File: src/rtl/poly_voice_allocator_if.sv
// Event and voice-control bundle between the note producer and the voice allocator.
// The producer drives the ev_* side; the allocator drives ev_ready and the voice_* side.
interface poly_voice_allocator_if #(
  parameter int NUM_VOICES = 4
);
  logic                  ev_valid;
  logic                  ev_ready;
  logic                  ev_on;
  logic [3:0]            ev_note;
  logic [2:0]            ev_octave;
  logic [NUM_VOICES-1:0] voice_ld;
  logic [3:0]            voice_note;
  logic [2:0]            voice_octave;
  logic [NUM_VOICES-1:0] voice_active;
  logic                  steal;

  modport master (
    output ev_valid, ev_on, ev_note, ev_octave,
    input  ev_ready, voice_ld, voice_note, voice_octave, voice_active, steal
  );

  modport slave (
    input  ev_valid, ev_on, ev_note, ev_octave,
    output ev_ready, voice_ld, voice_note, voice_octave, voice_active, steal
  );
endinterface

File: src/rtl/poly_voice_allocator.sv
// Polyphonic note scheduler: maps note-on/off events onto voice datapaths with
// retrigger of held notes, lowest-free allocation and round-robin stealing when full.
module poly_voice_allocator #(
  parameter int NUM_VOICES = 4,
  parameter int PTR_W      = 2
) (
  input logic                clk,
  input logic                reset,
  poly_voice_allocator_if.slave bus
);

  typedef enum logic [1:0] {
    S_IDLE,
    S_SEARCH,
    S_COMMIT
  } state_e;

  state_e                state_q, state_d;
  logic                  on_q, on_d;
  logic [3:0]            note_q, note_d;
  logic [2:0]            oct_q, oct_d;
  logic [PTR_W-1:0]      target_q, target_d;
  logic                  stolen_q, stolen_d;
  logic                  hit_q, hit_d;
  logic [PTR_W-1:0]      steal_ptr_q, steal_ptr_d;
  logic [NUM_VOICES-1:0] active_q, active_d;
  logic [3:0]            tbl_note_q [NUM_VOICES];
  logic [3:0]            tbl_note_d [NUM_VOICES];
  logic [2:0]            tbl_oct_q  [NUM_VOICES];
  logic [2:0]            tbl_oct_d  [NUM_VOICES];
  logic [3:0]            vnote_q, vnote_d;
  logic [2:0]            voct_q, voct_d;

  logic                  match_found, free_found;
  logic [PTR_W-1:0]      match_idx, free_idx;

  // Scanning from the top down lets the lowest matching index overwrite the rest.
  always_comb begin
    match_found = 1'b0;
    match_idx   = '0;
    free_found  = 1'b0;
    free_idx    = '0;
    for (int i = NUM_VOICES - 1; i >= 0; i--) begin
      if (active_q[i] && tbl_note_q[i] == note_q && tbl_oct_q[i] == oct_q) begin
        match_found = 1'b1;
        match_idx   = PTR_W'(i);
      end
      if (!active_q[i]) begin
        free_found = 1'b1;
        free_idx   = PTR_W'(i);
      end
    end
  end

  always_comb begin
    // NOTE: every signal gets its hold value first so no path through the case infers a latch.
    state_d     = state_q;
    on_d        = on_q;
    note_d      = note_q;
    oct_d       = oct_q;
    target_d    = target_q;
    stolen_d    = stolen_q;
    hit_d       = hit_q;
    steal_ptr_d = steal_ptr_q;
    active_d    = active_q;
    tbl_note_d  = tbl_note_q;
    tbl_oct_d   = tbl_oct_q;
    vnote_d     = vnote_q;
    voct_d      = voct_q;

    unique case (state_q)
      S_IDLE: begin
        // Out-of-range notes/octaves are consumed here without leaving IDLE.
        if (bus.ev_valid && bus.ev_note < 4'd12 && bus.ev_octave != 3'd7) begin
          on_d    = bus.ev_on;
          note_d  = bus.ev_note;
          oct_d   = bus.ev_octave;
          state_d = S_SEARCH;
        end
      end

      S_SEARCH: begin
        stolen_d = 1'b0;
        hit_d    = 1'b0;
        state_d  = S_COMMIT;
        if (on_q) begin
          hit_d = 1'b1;
          if (match_found) begin
            target_d = match_idx;
          end else if (free_found) begin
            target_d = free_idx;
          end else begin
            target_d    = steal_ptr_q;
            stolen_d    = 1'b1;
            steal_ptr_d = (steal_ptr_q == PTR_W'(NUM_VOICES - 1)) ? '0 : steal_ptr_q + 1'b1;
          end
          active_d[target_d]   = 1'b1;
          tbl_note_d[target_d] = note_q;
          tbl_oct_d[target_d]  = oct_q;
          vnote_d              = note_q;
          voct_d               = oct_q;
        end else if (match_found) begin
          hit_d               = 1'b1;
          target_d            = match_idx;
          active_d[match_idx] = 1'b0;
        end
      end

      S_COMMIT: state_d = S_IDLE;

      default: state_d = S_IDLE;
    endcase
  end

  always_ff @(posedge clk) begin
    if (!reset) begin
      state_q     <= S_IDLE;
      on_q        <= 1'b0;
      note_q      <= '0;
      oct_q       <= '0;
      target_q    <= '0;
      stolen_q    <= 1'b0;
      hit_q       <= 1'b0;
      steal_ptr_q <= '0;
      active_q    <= '0;
      vnote_q     <= '0;
      voct_q      <= '0;
      // NOTE: the note table is small register state, so it is cleared explicitly rather than left as uninitialised memory.
      for (int i = 0; i < NUM_VOICES; i++) begin
        tbl_note_q[i] <= '0;
        tbl_oct_q[i]  <= '0;
      end
    end else begin
      // NOTE: non-blocking assignments keep every register sampling pre-edge values.
      state_q     <= state_d;
      on_q        <= on_d;
      note_q      <= note_d;
      oct_q       <= oct_d;
      target_q    <= target_d;
      stolen_q    <= stolen_d;
      hit_q       <= hit_d;
      steal_ptr_q <= steal_ptr_d;
      active_q    <= active_d;
      vnote_q     <= vnote_d;
      voct_q      <= voct_d;
      tbl_note_q  <= tbl_note_d;
      tbl_oct_q   <= tbl_oct_d;
    end
  end

  assign bus.ev_ready     = (state_q == S_IDLE) && reset;
  assign bus.voice_ld     = (state_q == S_COMMIT && on_q && hit_q) ?
                            (NUM_VOICES'(1) << target_q) : '0;
  assign bus.steal        = (state_q == S_COMMIT) && stolen_q;
  assign bus.voice_active = active_q;
  assign bus.voice_note   = vnote_q;
  assign bus.voice_octave = voct_q;

endmodule

File: src/flat_wrapper.sv
// flat-port wrapper written by rule: the top's interface ports become plain ports
module poly_voice_allocator_flat 
#(
  parameter int NUM_VOICES = 4,
  parameter int PTR_W      = 2
)
  (clk, reset, bus_ev_valid, bus_ev_on, bus_ev_note, bus_ev_octave, bus_ev_ready, bus_voice_ld, bus_voice_note, bus_voice_octave, bus_voice_active, bus_steal);
  poly_voice_allocator_if #(.NUM_VOICES(NUM_VOICES)) bus_i ();
  input logic clk;
  input logic reset;
  input wire logic [$bits(bus_i.ev_valid)-1:0] bus_ev_valid;
  input wire logic [$bits(bus_i.ev_on)-1:0] bus_ev_on;
  input wire logic [$bits(bus_i.ev_note)-1:0] bus_ev_note;
  input wire logic [$bits(bus_i.ev_octave)-1:0] bus_ev_octave;
  output wire logic [$bits(bus_i.ev_ready)-1:0] bus_ev_ready;
  output wire logic [$bits(bus_i.voice_ld)-1:0] bus_voice_ld;
  output wire logic [$bits(bus_i.voice_note)-1:0] bus_voice_note;
  output wire logic [$bits(bus_i.voice_octave)-1:0] bus_voice_octave;
  output wire logic [$bits(bus_i.voice_active)-1:0] bus_voice_active;
  output wire logic [$bits(bus_i.steal)-1:0] bus_steal;
  assign bus_i.ev_valid = bus_ev_valid;
  assign bus_i.ev_on = bus_ev_on;
  assign bus_i.ev_note = bus_ev_note;
  assign bus_i.ev_octave = bus_ev_octave;
  assign bus_ev_ready = bus_i.ev_ready;
  assign bus_voice_ld = bus_i.voice_ld;
  assign bus_voice_note = bus_i.voice_note;
  assign bus_voice_octave = bus_i.voice_octave;
  assign bus_voice_active = bus_i.voice_active;
  assign bus_steal = bus_i.steal;
  poly_voice_allocator #(.NUM_VOICES(NUM_VOICES), .PTR_W(PTR_W)) u_core (.clk(clk), .reset(reset), .bus(bus_i));
endmodule
File: config.mk
export PLATFORM = sky130hd
export DESIGN_NAME = poly_voice_allocator_flat
export DESIGN_NICKNAME = d
export VERILOG_FILES = /design/src/rtl/poly_voice_allocator_if.sv /design/src/rtl/poly_voice_allocator.sv /design/src/flat_wrapper.sv
export SDC_FILE = /design/constraint.sdc
export NUM_CORES = 1
export LEC_CHECK = 0
export CAP_MARGIN = 20
export CELL_PAD_IN_SITES_DETAIL_PLACEMENT = 0
export CELL_PAD_IN_SITES_GLOBAL_PLACEMENT = 2
export CORE_ASPECT_RATIO = 1.75
export CORE_MARGIN = 5
export CORE_UTILIZATION = 35
export CTS_CLUSTER_SIZE = 25
export DETAILED_ROUTE_END_ITERATION = 12
export GPL_TIMING_DRIVEN = 0
export PLACE_DENSITY = 0.85
export SYNTH_ARGS = -nofsm -noshare
export SYNTH_HDL_FRONTEND = slang
export SYNTH_SLANG_ARGS = --single-unit
File: constraint.sdc
create_clock -name clk -period 1.95 [get_ports clk]
set_input_delay 0.39 -clock clk [delete_from_list [all_inputs] [get_ports clk]]
set_output_delay 0.39 -clock clk [all_outputs]
set_load 0.01 [all_outputs]
==> qor.yml <==
outcome: "finished clean"
postLayoutCoreUtil: 0.453
syn-cell-area_um2: 2860
ys.flop_type: "dfxtp_1"
min_period_ns: 1.87
hold_viol: 0
crit_chain: "nor2b_2, and2_1, clkdlybuf4s50_1"
p_per_area_nw_per_um2: 687
seq_area_frac_synth: 0.386
yosysTopAreaCell: "dfxtp_1"
fin_skew_ns: 0.00594
synth_cell_types: 50
ant_nets: 0
drc_errors: 0
grt_pass1_wl_mm: 11.9
hpwl_mm: 5.29
synth-edff-count: 0
path_max_fanout: 5
setup_viol: 0
cts_tree: "yes"
netlist.area_leader.share: 0.386
fin_crit_sh: 0.958
grt_pass1_vias: 2284
path_class: "reg -> out"
clk_latency_ns: 0.30
layout_commonest_cell: "dfxtp_1"
die_w_um: 78.3
r2r_slack_ns: 0.09
yosys.area_share.adder: 0.00438
synth_top_family_by_area: "simple AND/OR/NAND/NOR gates"
hold_class: "reg -> reg"
synth_simple_gate_area_frac: 0.209
relSlewSlack: 0.636
fp.dieArea_um2: 10100
pin_count: 28
critical_path_depth: 3
numCtsBuffers: 5
yosys-top-cells-area: "dfxtp_1 39%, mux2i_1 8.1%, xnor2_1 7.7%"
reg2reg_to: "u_core.tbl_note_q[10]"
gp_congestion: 0.820
area_delta_synth_final_pct: 26.2
synth_mux_area_frac: 0.0806
drt_iter0_markers: 130
grt_max_degree: 17
n_antenna_cell: 0
synth_xor_area_frac: 0.0938
placementRows: 43
initial_core_util: 0.359
async_flop_share: 0
dpl.cell_count: 427
cts_root_buf: "clkbuf_16"
cts.reportedPaths.clkPinSlew_ns: 0.07
crit_start: "u_core.state_q[1]"
ys.warnings.count: 0
fin_nets: 363
required_ns: 1.56
cp_slowest_cell: "clkdlybuf4s50_1"
cap_violations: 0
path_delay_family: "buffers and inverters"
slowest_delay_ns: 0.52
r2r_cells: 7
grt_remaining_overflow: 0
avgSynthCellArea_um2: 9.21
tightest_slew_ns: 0.544
cts.sinks: 55
worst_setup_path_end_kind: "output port"
vdd_drop_max_v: 0.000313
drt_wl_total_mm: 7.37
die_y_um: 129
critPathArrivalTime_ns: 1.48
vias: 2280
clock.fmax_mhz: 535
cts_buffer_depth: 2
wl_per_cell_um: 16.7
synth_nets: 322
avgViaCountPerCell: 5.16
dr.pass1.iters: 4
rsz0062_at_grt: "yes"
most-common-layout-cells: "53 x dfxtp_1, 43 x nand2_1, 25 x a21oi_1, 23 x xnor2_1, 23 x mux2i_1"
cts.htree.levels: 2
core_region_area_um2: 7960
crit_buf_inv: 1
endpoint: "bus_steal"
layout-drive-gt1-share: 0.202
port_buffers: 27
cts-hold-fix-buffers: 0
p_leak_nw: 1.32
synth_compound_gate_area_share: 0.177
ys_ff_latch: 55
report.final.slew_viol_count: 0
r2r-start: "u_core.state_q[0]"
grt_usage: 0.152
final_cells: 442
synthesis.instances: 310
critical_path.startpoint_type: "flop"
antenna_found_initial: 0
==> registers in the layout, indices dropped and copies added, names as in the netlist <==
register,flops
u_core.bus.voice_active,4
u_core.tbl_note_q,16
u_core.steal_ptr_q,2
u_core.bus.voice_note,4
u_core.stolen_q,1
u_core.note_q,4
u_core.target_q,2
u_core.hit_q,1
u_core.state_q,2
u_core.oct_q,3
u_core.bus.voice_octave,3
u_core.on_q,1
u_core.tbl_oct_q,12
==> layout make-up <==
cell class | instances | area [µm²]
buffer | 15 | 123
clock buffer | 6 | 139
clock inverter | 2 | 35.0
fill | 797 | 4360
inverter | 5 | 23.8
multi-input combinational | 234 | 1690
sequential | 55 | 1110
tap | 90 | 113
timing repair buffer | 35 | 372
==> cell families after synthesis <==
logic type	count (synthesis)
multiplexers	23
adder cells (fa/ha/maj)	1
XOR/XNOR	28
AO/OA/AOI/OAI	72
flip-flops	55
AND/OR/NAND/NOR	110
buffers and inverters	21
==> cells in the mapped netlist, types with 6 or more instances <==
master    instances
clkbuf_1          7
o21ai_0          17
xnor2_1          25
nand3_1          17
buf_6             7
nor3_1            6
dfxtp_1          55
nor2_1           17
nand2_1          43
mux2i_1          23
a21oi_1          26
nand4_2           6
==> where the power goes <==
group          internal [mW]  leakage [nW]  switching, mW
combinational          0.110         0.792          0.160
sequential              1.14         0.445         0.0129
clock                  0.640        0.0868          0.416
==> stage by stage <==
| stage | instance area (µm²) | setup slack (ns) | total power, mW | hold WS (ns) | TNS, ns |
|---|---|---|---|---|---|
| floorplan | 2860 | 0.290 | 1.35 | 0.437 | 0 |
| global placement | 3240 | -0.473 | 1.44 | 0.445 | -5.24 |
| detailed placement | 3240 | -0.491 | 1.44 | 0.450 | -6.12 |
| CTS | 3430 | -0.218 | 2.50 | 0.460 | -0.713 |
| global route | 3600 | -0.0594 | 2.56 | 0.480 | -0.426 |
| finish | 3600 | 0.0815 | 2.48 | 0.457 | 0 |
==> worst min path at each step <==
stage | start | to | cells after the start
after floorplan | u_core.hit_q | u_core.hit_q | 2
final | u_core.bus.voice_note[0] | u_core.bus.voice_note[0] | 2
after global routing | u_core.bus.voice_octave[2] | u_core.bus.voice_octave[2] | 2
after global placement | u_core.hit_q | u_core.hit_q | 2
after detailed placement | u_core.bus.voice_note[0] | u_core.bus.voice_note[0] | 2
after CTS | u_core.bus.voice_note[0] | u_core.bus.voice_note[0] | 2
==> per-layer routing <==
layer | up-vias | global-route usage | part of all wire | wire length, µm
met5 | - | 0 | 0 | 0
met1 | 1081 | 0.175 | 0.42 | 3090
met2 | 26 | 0.279 | 0.54 | 3960
li1 | 1164 | - | - | -
met4 | 0 | 0.0587 | 0.020 | 150
met3 | 9 | 0.0223 | 0.024 | 174
==> worst register-to-register path: stages (launching register included) <==
cell and delay (ns):
dfxtp_1 0.41, nor2b_4 0.26, and2_1 0.22, o21ai_2 0.11, nor3_2 0.35, a22oi_4 0.14
buf_12 0.16, mux2i_1 0.11
==> timing repair <==
item	4_1_cts	5_1_grt
buffers inserted	0	8
setup endpoints to repair	20	36
gates resized for setup	8	27
pin swaps	0	8
No activity file was read; power rests on OpenSTA's default activity.
